**src/rtl/vga_if.sv**
```systemverilog
// Pixel bus carried down the draw pipeline: raster position, sync/blank strobes and colour.
interface vga_if;
  logic [10:0] hcount;
  logic [10:0] vcount;
  logic        hsync;
  logic        vsync;
  logic        hblnk;
  logic        vblnk;
  logic [11:0] rgb;

  modport out (output hcount, vcount, hsync, vsync, hblnk, vblnk, rgb);
  modport in  (input  hcount, vcount, hsync, vsync, hblnk, vblnk, rgb);
endinterface

```
**src/rtl/vga_timing.sv**
```systemverilog
// Free-running VGA raster counters with registered sync/blank strobes, a start-of-frame pulse
// and a completed-frame counter; strobes are decoded from the next counts so nothing lags hcount.
module vga_timing #(
  parameter int H_ACTIVE  = 800,
  parameter int H_FP      = 40,
  parameter int H_SYNC    = 128,
  parameter int H_BP      = 88,
  parameter int V_ACTIVE  = 600,
  parameter int V_FP      = 1,
  parameter int V_SYNC    = 4,
  parameter int V_BP      = 23,
  parameter bit HSYNC_POL = 1'b1,
  parameter bit VSYNC_POL = 1'b1
) (
  input  logic        clk,
  input  logic        rst,
  input  logic        en,
  vga_if.out          vga_out,
  output logic        frame_start,
  output logic [15:0] frame_cnt
);

  localparam int H_TOTAL = H_ACTIVE + H_FP + H_SYNC + H_BP;
  localparam int V_TOTAL = V_ACTIVE + V_FP + V_SYNC + V_BP;

  logic [10:0] h_nxt;
  logic [10:0] v_nxt;
  logic        line_end;
  logic        frame_end;
  logic        hsync_nxt;
  logic        vsync_nxt;
  logic        hblnk_nxt;
  logic        vblnk_nxt;

  always_comb begin
    line_end  = (vga_out.hcount == 11'(H_TOTAL - 1));
    frame_end = line_end && (vga_out.vcount == 11'(V_TOTAL - 1));
    h_nxt     = line_end ? 11'd0 : vga_out.hcount + 11'd1;
    if (frame_end)
      v_nxt = 11'd0;
    else if (line_end)
      v_nxt = vga_out.vcount + 11'd1;
    else
      v_nxt = vga_out.vcount;

    // Strobes come from the next counts so they land on the same edge as the counters.
    hblnk_nxt = (h_nxt >= 11'(H_ACTIVE));
    vblnk_nxt = (v_nxt >= 11'(V_ACTIVE));
    hsync_nxt = ((h_nxt >= 11'(H_ACTIVE + H_FP)) && (h_nxt < 11'(H_ACTIVE + H_FP + H_SYNC)))
                ? HSYNC_POL : ~HSYNC_POL;
    vsync_nxt = ((v_nxt >= 11'(V_ACTIVE + V_FP)) && (v_nxt < 11'(V_ACTIVE + V_FP + V_SYNC)))
                ? VSYNC_POL : ~VSYNC_POL;
  end

  always_ff @(posedge clk) begin
    if (!rst) begin
      vga_out.hcount <= 11'd0;
      vga_out.vcount <= 11'd0;
      vga_out.hblnk  <= 1'b0;
      vga_out.vblnk  <= 1'b0;
      vga_out.hsync  <= ~HSYNC_POL;
      vga_out.vsync  <= ~VSYNC_POL;
      frame_start    <= 1'b0;
      frame_cnt      <= 16'd0;
    end else if (en) begin
      vga_out.hcount <= h_nxt;
      vga_out.vcount <= v_nxt;
      vga_out.hblnk  <= hblnk_nxt;
      vga_out.vblnk  <= vblnk_nxt;
      vga_out.hsync  <= hsync_nxt;
      vga_out.vsync  <= vsync_nxt;
      frame_start    <= frame_end;
      frame_cnt      <= frame_cnt + 16'(frame_end);
    end else begin
      frame_start    <= 1'b0;
    end
  end

  assign vga_out.rgb = 12'h000;

endmodule

```
**src/flat_wrapper.sv**
```systemverilog
// flat-port wrapper written by rule: the top's interface ports become plain ports
module vga_timing_flat 
#(
  parameter int H_ACTIVE  = 800,
  parameter int H_FP      = 40,
  parameter int H_SYNC    = 128,
  parameter int H_BP      = 88,
  parameter int V_ACTIVE  = 600,
  parameter int V_FP      = 1,
  parameter int V_SYNC    = 4,
  parameter int V_BP      = 23,
  parameter bit HSYNC_POL = 1'b1,
  parameter bit VSYNC_POL = 1'b1
)
  (clk, rst, en, frame_start, frame_cnt, vga_out_hcount, vga_out_vcount, vga_out_hsync, vga_out_vsync, vga_out_hblnk, vga_out_vblnk, vga_out_rgb);
  vga_if vga_out_i ();
  input  logic clk;
  input  logic rst;
  input  logic en;
  output logic frame_start;
  output logic [15:0] frame_cnt;
  output wire logic [$bits(vga_out_i.hcount)-1:0] vga_out_hcount;
  output wire logic [$bits(vga_out_i.vcount)-1:0] vga_out_vcount;
  output wire logic [$bits(vga_out_i.hsync)-1:0] vga_out_hsync;
  output wire logic [$bits(vga_out_i.vsync)-1:0] vga_out_vsync;
  output wire logic [$bits(vga_out_i.hblnk)-1:0] vga_out_hblnk;
  output wire logic [$bits(vga_out_i.vblnk)-1:0] vga_out_vblnk;
  output wire logic [$bits(vga_out_i.rgb)-1:0] vga_out_rgb;
  assign vga_out_hcount = vga_out_i.hcount;
  assign vga_out_vcount = vga_out_i.vcount;
  assign vga_out_hsync = vga_out_i.hsync;
  assign vga_out_vsync = vga_out_i.vsync;
  assign vga_out_hblnk = vga_out_i.hblnk;
  assign vga_out_vblnk = vga_out_i.vblnk;
  assign vga_out_rgb = vga_out_i.rgb;
  vga_timing #(.H_ACTIVE(H_ACTIVE), .H_FP(H_FP), .H_SYNC(H_SYNC), .H_BP(H_BP), .V_ACTIVE(V_ACTIVE), .V_FP(V_FP), .V_SYNC(V_SYNC), .V_BP(V_BP), .HSYNC_POL(HSYNC_POL), .VSYNC_POL(VSYNC_POL)) u_core (.clk(clk), .rst(rst), .en(en), .vga_out(vga_out_i), .frame_start(frame_start), .frame_cnt(frame_cnt));
endmodule
```
**config.mk**
```make
export PLATFORM = sky130hd
export DESIGN_NAME = vga_timing_flat
export DESIGN_NICKNAME = d
export VERILOG_FILES = /design/src/rtl/vga_if.sv /design/src/rtl/vga_timing.sv /design/src/flat_wrapper.sv
export SDC_FILE = /design/constraint.sdc
export NUM_CORES = 1
export LEC_CHECK = 0
export CAP_MARGIN = 20
export CELL_PAD_IN_SITES_DETAIL_PLACEMENT = 1
export CELL_PAD_IN_SITES_GLOBAL_PLACEMENT = 1
export CORE_AREA = 2 2 91 93
export CTS_CLUSTER_DIAMETER = 40
export CTS_CLUSTER_SIZE = 10
export DETAILED_ROUTE_END_ITERATION = 10
export DIE_AREA = 0 0 93 95
export GPL_TIMING_DRIVEN = 0
export PLACE_DENSITY = 0.72
export SLEW_MARGIN = 15
export SYNTH_ARGS = -nofsm -noshare
export SYNTH_HDL_FRONTEND = slang
export SYNTH_SLANG_ARGS = --single-unit
```
**constraint.sdc**
```tcl
create_clock -name clk -period 2.8 [get_ports clk]
set_input_delay 0.42 -clock clk [delete_from_list [all_inputs] [get_ports clk]]
set_output_delay 0.42 -clock clk [all_outputs]
set_load 0.01 [all_outputs]
```
==> metrics <==
status=completed; initial antenna violation count=0; post-DR wirelength/cell=15.6 um; H-tree levels=2; Inserted Clock Buffers=5; worst-path cell chain=or4_4 -> nor4_4 -> nand2_2 -> inv_2 -> ha_2 -> ha_2 -> and3_4 -> nand4_1 -> buf_6 -> or3_1 -> a21boi_1; CP peak stage delay=0.53 ns; Design Area, Final=3490 um2; critical path depth=11; Req. time, crit path=3.04 ns; Crit path top cell by count=ha_2; CP Launch Point=u_core.vga_out.vcount[7]; commonest cells after routing, fill and taps aside=45 x clkdlybuf4s50_1, 34 x dfxtp_1, 28 x nand2_1; WL final=7660 um; Remaining Overflow, GRT=0; Layout Cells excl Fill=490; share of layout cells above drive strength 1=around 17%; most common cell after layout, fill and taps aside=clkdlybuf4s50_1; FF+latch count, synth=43; Top FF cell, synth=dfxtp_1; Max-cap violations=0; worst endpoint data arrival time=2.92 ns; clock slew at the register clock pins of the worst setup and hold paths=roughly 0.090 ns; first-pass GRT wire length=around 12000 um; post-synthesis cell count=306; post-synth top area cell=dfxtp_1; Inst Count DP=467; gr usage total=17.8%; ys async rst share=0%; Placement Cell Area=3220 um2; core area=7930 um2; Final Hold Viols=0; Final Critical Period=about 2.7 ns; I/O Buffers=45; worst-margin pin slew=0.582 ns; FF-to-FF path depth=11; # DRC=0; Crit Reg-Reg Startpoint=u_core.vga_out.vcount[7]; Peak Freq=between 300 and 400 MHz; die width=approximately 93 um; P&R area growth vs syn=35.1%; type of the worst setup path=reg2reg; Initial Util=32.6%; area of the die=8840 um2; Avg Cell Area, Syn=8.44 um2; I/O pins=between 50 and 60; post-synth cell types=49; CP delay by family, top=simple AND/OR/NAND/NOR gates; synthesized area=around 2600 um2; 1st-pass router iterations=4; fin util=44.0%; final period utilization=95.6%; PwrDens=321 nW/um2; Worst VDD drop=~0.15 mV; sequential area share after synthesis=33.3%; Chip Height=95 um; Worst Skew=0.0100 ns; drt via density=just over 5; Skew-Pair Late Insertion Delay=0.31 ns; CP Max Fanout=8; HP Class=reg2reg; leakage=approximately 1.3 nW; Critical Path Sink Type=flop; fin. max-slew vios=0; TritonCTS clock tree=yes; Ys Warns=0; CTS Sinks=43; CP bufs+invs=2; Synth area leaders=dfxtp_1 33%, xnor2_1 6.8%, and2_1 5.3%, nand4_1 4.4%, nand2_1 4.2%; Critical Path Source Type=flop; CP endpoint=u_core.frame_cnt[12]; DR vias=roughly 2500; fin nets=391; Placer Congestion=between 0.8 and 0.9; final hold slack=0.506 ns; top cell type's share of synthesized area=33.3%; Worst R2R Setup Slack=0.12 ns; DRT antenna net count=0; Longest Clk Path Bufs=2; DP HPWL=~5200 um; # setup viols final=0; number of synthesized flops with an enable pin=0; max_slew headroom=61.2%; Crit Reg-Reg Endpoint=u_core.frame_cnt[12]; largest net degree at the start of global routing=14; CTS Root Cell=clkbuf_8; Initial DRC Count=96; Critical-path top delay cell=or4_4; number of global-route vias before repair=2518; n_diodes=0; total power=1.12 mW; Post-CTS Hold Fix Bufs=0; FP Rows=33
[synthesized netlist by cell type, types with 4 or more instances]
| master | n |
|---|---|
| xnor2_1 | 20 |
| and2_1 | 22 |
| a31oi_1 | 4 |
| nor4_1 | 4 |
| clkbuf_1 | 11 |
| nor2_1 | 8 |
| nand3_1 | 9 |
| inv_1 | 4 |
| o21ai_0 | 15 |
| nand2b_1 | 4 |
| buf_4 | 12 |
| or3_1 | 5 |
| a21boi_0 | 11 |
| dfxtp_1 | 43 |
| nor3_1 | 5 |
| nor3b_1 | 4 |
| nor2b_1 | 9 |
| mux2i_1 | 5 |
| and3_1 | 12 |
| xor2_1 | 8 |
| nand4_1 | 18 |
| a21oi_1 | 5 |
| ha_1 | 4 |
| nand2_1 | 29 |
[flip-flops by register name (all words and copies together), names as in the netlist]
name / cells
u_core.frame_start: 1
u_core.vga_out.vblnk: 1
u_core.vga_out.hblnk: 1
u_core.vga_out.vcount: 11
u_core.vga_out.vsync: 1
u_core.vga_out.hsync: 1
u_core.frame_cnt: 16
u_core.vga_out.hcount: 11
[kinds of logic after synthesis]
logic type      count (synthesis)  share of synthesized area [%]
other cells                     1                          0.145
compound gates                 47                           12.3
fa+ha+maj                       4                           1.94
xor+xnor                       28                           9.49
mux                             5                           1.94
flops                          43                           33.3
simple gates                  147                           33.8
buf+inv                        31                           7.12
[worst min path at each step]
stage                                 endpoint  cells past startpoint  slack (ns)                  from
final                     u_core.vga_out.hsync                      2        0.51  u_core.vga_out.hsync
after detailed placement  u_core.vga_out.hsync                      2        0.50  u_core.vga_out.hsync
after floorplan           u_core.vga_out.vsync                      2        0.49  u_core.vga_out.vsync
after global routing      u_core.frame_cnt[12]                      2        0.53  u_core.frame_cnt[12]
after global placement    u_core.vga_out.vsync                      2        0.48  u_core.vga_out.vsync
after CTS                 u_core.vga_out.hsync                      2        0.51  u_core.vga_out.hsync
[worst register-to-register path: stages, from the launching register on]
cell and delay (ns):
dfxtp_1 0.40, or4_4 0.53, nor4_4 0.22, nand2_2 0.12, inv_2 0.08, ha_2 0.18, ha_2 0.17, and3_4 0.18
nand4_1 0.11, buf_6 0.16, or3_1 0.30, a21boi_1 0.14
[report_power, final]
group	internal, mW	switching (mW)
clock	0.172	0.245
combinational	0.0394	0.0452
sequential	0.615	0.00365
[through the flow]
stage / setup TNS, ns / setup slack [ns]
after floorplan: 0 / 0.0384
after global placement: -4.05 / -0.581
after detailed placement: -4.92 / -0.657
after CTS: 0 / 0.00701
after global routing: -0.00820 / -0.00820
final: 0 / 0.123
[timing repair]
| action | in CTS | in global routing |
|---|---|---|
| setup buffers | 10 | 6 |
| setup endpoints to repair | 14 | 12 |
| hold endpoints to repair | 0 | 0 |
| gates resized for setup | 16 | 12 |
| pin swaps | 4 | 3 |
[layout make-up]
type	instances	area (um2)
plain buffers	26	165
clock buffers	5	68.8
clock inverters	3	15.0
fillers	966	4440
inverters	4	15.0
multi-input cells	243	1640
flip-flops and latches	43	877
well taps	105	131
repair buffers	61	574
[per-layer routing]
metal	share of wire [%]	up-vias	global-route usage [%]
met5	0	-	0
li1	-	1221	-
met1	47	1221	22.5
met2	48	54	30.4
met4	2.1	0	6.86
met3	2.9	14	3.11
No activity file was read; power rests on OpenSTA's default activity.
==> edit: new RTL, same settings <==
Add an input register stage for `en`, cleared by the reset; this delays it by one clock. The other inputs are not delayed to match.
--- a/src/rtl/vga_timing.sv
+++ b/src/rtl/vga_timing.sv
@@ -22,6 +22,16 @@
 
   localparam int H_TOTAL = H_ACTIVE + H_FP + H_SYNC + H_BP;
   localparam int V_TOTAL = V_ACTIVE + V_FP + V_SYNC + V_BP;
+
+  logic en_q;
+
+  always_ff @(posedge clk) begin
+    if (!rst) begin
+      en_q <= '0;
+    end else begin
+      en_q <= en;
+    end
+  end
 
   logic [10:0] h_nxt;
   logic [10:0] v_nxt;
@@ -62,7 +72,7 @@
       vga_out.vsync  <= ~VSYNC_POL;
       frame_start    <= 1'b0;
       frame_cnt      <= 16'd0;
-    end else if (en) begin
+    end else if (en_q) begin
       vga_out.hcount <= h_nxt;
       vga_out.vcount <= v_nxt;
       vga_out.hblnk  <= hblnk_nxt;
Function: changed (a bounded check fails within 4 cycles, from zero or initial values and one cycle with rst low).
==> edit against the original RTL <==
Total power rose by 18%. Sequential cell count rose by 1. Area after synthesis fell by 2.6%. Final area fell by 1.6%. Setup slack got worse by 0.036 ns. Sequential share of layout area rose by 1.0 points. Wire length fell by 0.76%. Count of clock-buffer cells in the layout did not move. Critical path type unchanged. Critical endpoint is now u_core.frame_cnt[15]. Highest routed layer unchanged.
==> edit: results (changes against the original RTL) <==
| Metric | Value |
|---|---|
| Status | `completed` |
| Nets | `392 (+0.26%)` |
| Logic pwr share | `7.0% (-0.6 points)` |
| Period utilisation layout | `96.9% (+1.3 points)` |
| Initial drt markers | `91 (-5.2%)` |
| Worst Skew | `0.00658 ns (-0.00345 ns)` |
| Max VDD drop | `0.000253 V (+66%)` |
| Gpl congestion | `0.798 (-7.0%)` |
| Share of layout cells above drive strength 1 | `16.9% (-0.52 points)` |
| Postcts setup bufs | `3 (-7)` |
| Placement Cell Area | `0.00314 mm² (-2.3%)` |
| Overall Global Routing Usage | `17.5% (-0.36 points)` |
| Grt met1 use | `22.7% (+0.24 points)` |
| DP HPWL | `5210 µm (-0.52%)` |
| Worst Hold Launch | `u_core.vga_out.vcount[1]` |
| Metal2 WL | `3790 µm (+2.7%)` |
| Reg power frac | `48.6% (-6.7 points)` |
| Commonest cells post-synth | `dfxtp_1 (44), nor2_1 (40), nand2_1 (22)` |
| Worst Path Arrival | `2.88 ns (-0.04 ns)` |
| Worst R2R Setup Slack | `0.09 ns (-0.04 ns)` |
| Sw power | `295 µW (+0.56%)` |
| Crit-path max FO | `4 (-4)` |
| Headroom to the max-slew limit | `52.8% (-8.5 points)` |
| Worst reg2reg startpoint | `u_core.vga_out.vcount[10]` |
| Static Leak | `1.21 nW (-5.4%)` |
| Distinct cells, synth | `51 (+4.1%)` |
| Hold_ws | `0.512 ns (+0.00567 ns)` |
-- edit: cell count changes after synthesis, moves of 7 or more --
| cell | before | now |
|---|---|---|
| nor2_1 | 8 | 40 |
| and2_1 | 22 | 4 |
| xnor2_1 | 20 | 5 |
| a21oi_1 | 5 | 18 |
| a21boi_0 | 11 | 0 |
| xor2_1 | 8 | 19 |
| nor3_1 | 5 | 14 |
| nand2_1 | 29 | 22 |
| nor2b_1 | 9 | 2 |
-- edit: kinds of logic (layout without fill, tap and decap cells) --
family / Yosys count / in the layout / share of synthesized area [%]
other: 1 / 12 / 0.149
adders and majority gates: 4 / 4 / 1.99
DFF: 44 / 44 / 35.0
and+or+nand+nor: 139 / 139 / 28.6
AOI/OAI and AO/OA: 62 / 62 / 16.2
muxes: 5 / 5 / 1.99
buffers and inverters: 36 / 95 / 7.70
xor gates and xnor gates: 24 / 24 / 8.35
-- edit: worst paths after layout --
path         cells past startpoint                        to
max                             10      u_core.frame_cnt[15]
min                              2  u_core.vga_out.vcount[1]
max reg2reg                     10      u_core.frame_cnt[15]
min reg2reg                      2  u_core.vga_out.vcount[1]
-- edit: area by class of cell --
type,instances,area [µm²],area share [%]
well taps,105,131,3.82
repair buffers,55,526,15.3
plain buffers,26,150,4.37
multi-input cells,246,1580,45.8
clock buffers,5,68.8,2.00
flip-flops and latches,44,898,26.1
clock inverters,2,60.1,1.75
inverters,7,26.3,0.765
-- edit: critical path, stage by stage (launching register included) --
cell and delay, ns:
dfxtp_4 0.36, or4b_4 0.55, or4b_4 0.54, nor2_4 0.15
ha_4 0.16, nand4_1 0.11, or2_4 0.30, nor2_4 0.12
nand3_2 0.08, xor2_1 0.16, nor2_1 0.05
